--- config.mk ---
export PLATFORM = sky130hd
export DESIGN_NAME = l2_cacheline_adaptor_flat
export DESIGN_NICKNAME = d
export VERILOG_FILES = /design/src/rtl/l2_cacheline_adaptor_if.sv /design/src/rtl/l2_cacheline_adaptor.sv /design/src/flat_wrapper.sv
export SDC_FILE = /design/constraint.sdc
export NUM_CORES = 1
export LEC_CHECK = 0
export CAP_MARGIN = 10
export CORE_AREA = 2 2 275 277
export DETAILED_ROUTE_END_ITERATION = 12
export DIE_AREA = 0 0 277 279
export GPL_TIMING_DRIVEN = 0
export HOLD_SLACK_MARGIN = 0.15
export PLACE_DENSITY = 0.45
export SYNTH_ARGS = -nofsm -noshare
export SYNTH_HDL_FRONTEND = slang
export SYNTH_SLANG_ARGS = --single-unit
--- constraint.sdc ---
create_clock -name clk -period 35.6 [get_ports clk]
set_input_delay 10.68 -clock clk [delete_from_list [all_inputs] [get_ports clk]]
set_output_delay 10.68 -clock clk [all_outputs]
set_load 0.005 [all_outputs]
--- src/rtl/l2_cacheline_adaptor_if.sv ---
// Bundle between the L2 physical-memory port (line side) and main memory (burst side).
// The adaptor takes the slave view; whatever drives L2 requests and memory beats takes the master view.
interface l2_cacheline_adaptor_if #(
    parameter int LINE_W  = 256,
    parameter int BURST_W = 64,
    parameter int ADDR_W  = 32
);
    // L2 side
    logic [LINE_W-1:0]  line_i;
    logic [LINE_W-1:0]  line_o;
    logic [ADDR_W-1:0]  address_i;
    logic               read_i;
    logic               write_i;
    logic               resp_o;
    // Memory side
    logic [BURST_W-1:0] burst_i;
    logic [BURST_W-1:0] burst_o;
    logic [ADDR_W-1:0]  address_o;
    logic               read_o;
    logic               write_o;
    logic               resp_i;

    modport slave (
        input  line_i, address_i, read_i, write_i, burst_i, resp_i,
        output line_o, resp_o, burst_o, address_o, read_o, write_o
    );

    modport master (
        output line_i, address_i, read_i, write_i, burst_i, resp_i,
        input  line_o, resp_o, burst_o, address_o, read_o, write_o
    );
endinterface

--- src/rtl/l2_cacheline_adaptor.sv ---
// Converts one 256-bit L2 line transfer into a 4-beat 64-bit memory burst and back,
// answering the L2 with a single resp pulse once the whole burst has completed.
module l2_cacheline_adaptor #(
    parameter int LINE_W    = 256,
    parameter int BURST_W   = 64,
    parameter int NUM_BEATS = 4,
    parameter int ADDR_W    = 32
) (
    input  logic                   clk,
    input  logic                   rst,
    l2_cacheline_adaptor_if.slave  bus
);

    localparam int CNT_W = (NUM_BEATS > 1) ? $clog2(NUM_BEATS) : 1;
    localparam int OFF_W = $clog2(LINE_W / 8);
    localparam logic [CNT_W-1:0]  LAST_BEAT = CNT_W'(NUM_BEATS - 1);
    localparam logic [ADDR_W-1:0] ADDR_MASK = ~ADDR_W'((64'd1 << OFF_W) - 64'd1);

    typedef enum logic [1:0] {
        IDLE  = 2'd0,
        READ  = 2'd1,
        WRITE = 2'd2,
        DONE  = 2'd3
    } state_e;

    state_e              state_q, state_d;
    logic [CNT_W-1:0]    cnt_q,   cnt_d;
    logic [LINE_W-1:0]   buf_q,   buf_d;
    logic [ADDR_W-1:0]   addr_q,  addr_d;

    // NOTE: the line buffer is reset too, so an abandoned burst never leaks partial data onto line_o.
    always_ff @(posedge clk or posedge rst) begin
        if (rst) begin
            state_q <= IDLE;
            cnt_q   <= '0;
            buf_q   <= '0;
            addr_q  <= '0;
        end else begin
            // NOTE: non-blocking here so every flop samples the pre-edge values computed in always_comb.
            state_q <= state_d;
            cnt_q   <= cnt_d;
            buf_q   <= buf_d;
            addr_q  <= addr_d;
        end
    end

    // Next-state: requests are only looked at in IDLE, beats only in READ/WRITE.
    always_comb begin
        // NOTE: hold-by-default assignments keep this block free of inferred latches.
        state_d = state_q;
        cnt_d   = cnt_q;
        buf_d   = buf_q;
        addr_d  = addr_q;

        unique case (state_q)
            IDLE: begin
                if (bus.read_i) begin
                    addr_d  = bus.address_i & ADDR_MASK;
                    cnt_d   = '0;
                    state_d = READ;
                end else if (bus.write_i) begin
                    addr_d  = bus.address_i & ADDR_MASK;
                    buf_d   = bus.line_i;
                    cnt_d   = '0;
                    state_d = WRITE;
                end
            end
            READ: begin
                if (bus.resp_i) begin
                    buf_d[cnt_q*BURST_W +: BURST_W] = bus.burst_i;
                    cnt_d = cnt_q + CNT_W'(1);
                    if (cnt_q == LAST_BEAT) begin
                        state_d = DONE;
                    end
                end
            end
            WRITE: begin
                if (bus.resp_i) begin
                    cnt_d = cnt_q + CNT_W'(1);
                    if (cnt_q == LAST_BEAT) begin
                        state_d = DONE;
                    end
                end
            end
            DONE: begin
                state_d = IDLE;
            end
            default: begin
                state_d = IDLE;
            end
        endcase
    end

    // Outputs decode only registered state, so they are glitch-free and clear instantly on reset.
    always_comb begin
        bus.resp_o    = (state_q == DONE);
        bus.read_o    = (state_q == READ);
        bus.write_o   = (state_q == WRITE);
        bus.line_o    = buf_q;
        bus.address_o = '0;
        bus.burst_o   = '0;
        if (state_q == READ || state_q == WRITE) begin
            bus.address_o = addr_q;
        end
        if (state_q == WRITE) begin
            bus.burst_o = buf_q[cnt_q*BURST_W +: BURST_W];
        end
    end

endmodule

--- src/flat_wrapper.sv ---
// flat-port wrapper written by rule: the top's interface ports become plain ports
module l2_cacheline_adaptor_flat 
#(
    parameter int LINE_W    = 256,
    parameter int BURST_W   = 64,
    parameter int NUM_BEATS = 4,
    parameter int ADDR_W    = 32
)
  (clk, rst, bus_line_i, bus_address_i, bus_read_i, bus_write_i, bus_burst_i, bus_resp_i, bus_line_o, bus_resp_o, bus_burst_o, bus_address_o, bus_read_o, bus_write_o);
  l2_cacheline_adaptor_if #(.LINE_W(LINE_W), .BURST_W(BURST_W), .ADDR_W(ADDR_W)) bus_i ();
  input  logic clk;
  input  logic rst;
  input wire logic [$bits(bus_i.line_i)-1:0] bus_line_i;
  input wire logic [$bits(bus_i.address_i)-1:0] bus_address_i;
  input wire logic [$bits(bus_i.read_i)-1:0] bus_read_i;
  input wire logic [$bits(bus_i.write_i)-1:0] bus_write_i;
  input wire logic [$bits(bus_i.burst_i)-1:0] bus_burst_i;
  input wire logic [$bits(bus_i.resp_i)-1:0] bus_resp_i;
  output wire logic [$bits(bus_i.line_o)-1:0] bus_line_o;
  output wire logic [$bits(bus_i.resp_o)-1:0] bus_resp_o;
  output wire logic [$bits(bus_i.burst_o)-1:0] bus_burst_o;
  output wire logic [$bits(bus_i.address_o)-1:0] bus_address_o;
  output wire logic [$bits(bus_i.read_o)-1:0] bus_read_o;
  output wire logic [$bits(bus_i.write_o)-1:0] bus_write_o;
  assign bus_i.line_i = bus_line_i;
  assign bus_i.address_i = bus_address_i;
  assign bus_i.read_i = bus_read_i;
  assign bus_i.write_i = bus_write_i;
  assign bus_i.burst_i = bus_burst_i;
  assign bus_i.resp_i = bus_resp_i;
  assign bus_line_o = bus_i.line_o;
  assign bus_resp_o = bus_i.resp_o;
  assign bus_burst_o = bus_i.burst_o;
  assign bus_address_o = bus_i.address_o;
  assign bus_read_o = bus_i.read_o;
  assign bus_write_o = bus_i.write_o;
  l2_cacheline_adaptor #(.LINE_W(LINE_W), .BURST_W(BURST_W), .NUM_BEATS(NUM_BEATS), .ADDR_W(ADDR_W)) u_core (.clk(clk), .rst(rst), .bus(bus_i));
endmodule
==> impl_results.md <==
- Max VDD drop: 0.0000491 V
- CTS HTree Levels: 2
- Vias: between 15000 and 20000
- # nets final: approximately 2500
- Peak Freq: 70.8 MHz
- Total grt overflow: 0
- All-Layer GR Usage: 23.4%
- Sw Ratio: between 40% and 50%
- Synth async-reset ratio: between 90% and 100%
- Drc violations: 0
- Clock root buffer: clkbuf_16
- Post-CTS Setup Bufs: 0
- Largest net degree at the start of global routing: approximately 110
- Initial antenna violation count: 19
- FILL cells: 7368
- EDFF count, synth: 0
- Synth area leaders: dfrtp_1, mux2_2, mux4_2, a32o_1, and2_1
- CTS tree: yes
- CTS Buf Count: 39
- Final WL: 92.9 mm
- Seq/Total Area, Yosys: between 40% and 50%
- Critical Path Source Type: flop
- Final Max Slew Viols: 0
- Final min period: 14.13 ns
- Io pins: a little over 700
- Leakage: 10.5 nW
- Cells on worst reg2reg path: 10
- DIE HEIGHT: 279 um
- Clock insertion delay at the later pin of the skew report: roughly 0.55 ns
- Worst-path clk slew: about 0.06 ns
- Post-Syn Area: 17100 um^2
- Die width: between 200 and 300 um
- DR iter-0 viols: 960
- Maxcap violations: 0
- Port Buf Inserts: 700
- Final core occ: ~36%
- Detailed Place HPWL: roughly 71 mm
- First-pass GRT wire length: 131 mm
- Outcome: completed
- CORE AREA: around 74000 um^2
- CP endpoint kind: output port
- Post-Syn Instances: 1388
- Count leader, synth: dfrtp_1
- WP data required: 24.92 ns
- Initial core utilization: 23.1%
- Area of the die: around 77000 um^2
- Commonest cells in the synthesized netlist: dfrtp_1, mux2_2, a32o_1
- Area occupied by multi-input gates: slightly below 9000 um^2
- DRT antenna net count: 0
- Most used DFF post-synth: dfrtp_1
- Clock power share: about 16%
- Final GP Congestion: about 0.85
- Crit path DAT: roughly 3.5 ns
- Post-CTS Resized: 0
- Drt wl/cell: between 20 and 30 um
- Worst slew pin tran: between 1 and 1.5 ns
- Cell variety after synth: 34
- Crit share post-route: around 40%
- CTS Hold Bufs: 0
- Sink Count: around 290
- Logic pwr share: 59.1%
- Final clock skew: 0.0237 ns
- Synth top area share: between 40% and 50%
- DRT Pass-1 Iters: 5
- Internal: ~1.5 mW
- Number of global-route vias before repair: 17076
- Top cell type by total area after synthesis: dfrtp_1
- Area Overhead vs Synth: 56.3%
- Vias per cell: roughly 5.1
- Hold path cells: 1
- Final setup vio count: 0
- Layout cells sized above 1: around a fifth
- Final Hold Viols: 0
- Type of the worst setup path: reg -> out
- Max Fanout on Critical Path: 11
- Syn. warnings: 0
- Unrepaired setup endpoints after global routing: no
- Clock buffer depth: 3
- Setup TNS: 0 ns
- Hold Slack: 0.496 ns
- Synthesized flop and latch total: 287
- Mapped Avg Cell Area: around 12 um^2
- Net Switching: roughly 1.0 mW
- Pwr dens: roughly 95 nW/um^2
- Slew headroom: between 10% and 20%
- Placement row count: 100
- Worst Hold Class: reg -> reg
- Register area: around 7200 um^2
- Sequential power share: approximately a quarter
through the flow:
step,setup slack [ns],power (mW),cells,area (um^2)
after floorplan,17.00,1.35,1392,17100
after global placement,11.77,2.14,3061,25300
after detailed placement,21.95,2.16,3064,25400
after CTS,21.33,2.58,3134,26700
after global routing,21.25,2.68,3143,26700
final,21.47,2.54,3147,26700
worst paths after layout:
| path | start | slack (ns) | end |
|---|---|---|---|
| setup / recovery | u_core.cnt_q[0] | 21.47 | bus_burst_o[28] |
| hold / removal | u_core.addr_q[13] | 0.50 | u_core.addr_q[13] |
| setup reg to reg | u_core.cnt_q[0] | 31.22 | u_core.bus.line_o[243] |
| hold reg to reg | u_core.addr_q[13] | 0.50 | u_core.addr_q[13] |
| max in group asynchronous | rst | 23.88 | u_core.bus.line_o[148] |
| min in group asynchronous | rst | 10.59 | u_core.addr_q[31] |
critical path, stage by stage, from the launching register on:
cell             delay, ns
dfrtp_1               0.38
buf_2                 0.30
buf_2                 0.45
clkbuf_1              0.71
mux4_2                0.40
and2_1                0.17
clkdlybuf4s50_1       0.48
final cells by class:
class	count	area share [%]
clock inverters	14	0.473
multi-input cells	870	33.0
clock buffers	56	4.30
repair buffers	703	26.5
diodes	13	0.122
flip-flops and latches	287	26.9
well taps	969	4.54
inverters	70	1.01
plain buffers	165	3.21
placed cells by master (no fill, tap or decap), types with 4 or more instances in the layout:
cell type        count
buf_2               32
o2bb2ai_1           65
mux2_2             234
ha_1                 9
nand2b_1             5
buf_1                6
and2_1              92
diode_2             13
clkinv_2            10
dfrtp_1            287
clkdlybuf4s50_1    700
o32ai_1             64
inv_1               69
buf_6               24
clkbuf_8            11
a32o_1             128
mux4_2              64
buf_4                5
nand2_1             68
mux2_1              49
a22oi_4              4
clkbuf_16           39
conb_1               5
clkbuf_1           104
nand4b_1            65
power groups by stage:
stage	registers, mW	logic (mW)	clock network [mW]
3_3_place_gp	0.639	1.50	0
3_5_place_dp	0.642	1.52	0
2_1_floorplan	0.589	0.759	0
5_1_grt	0.655	1.60	0.427
6_report	0.638	1.50	0.403
4_1_cts	0.638	1.52	0.415
metal layers:
metal  routed length [um]  share of wire [%]  global-route usage (%)
met5                   92              0.099                       0
met2                46900                 50                    41.4
met4                 2130                2.3                    5.89
met1                38000                 41                    28.5
met3                 5850                6.3                    5.41
cells by family (layout without fill, tap and decap cells):
kind of cell,after synthesis,count (layout),share of synthesized area [%]
buf+inv,235,1008,6.55
simple gates,239,239,8.72
compound gates,270,270,15.0
mux,347,347,27.1
fa+ha+maj,9,9,0.659
flops,287,287,42.0
other cells,1,18,0.0219
sequential cells by signal, summed over array words and instances, names as in the netlist:
name and count:
u_core.bus.line_o 256, u_core.state_q 2, u_core.addr_q 27, u_core.cnt_q 2
Note: power is estimated with default switching activity, not from simulation.
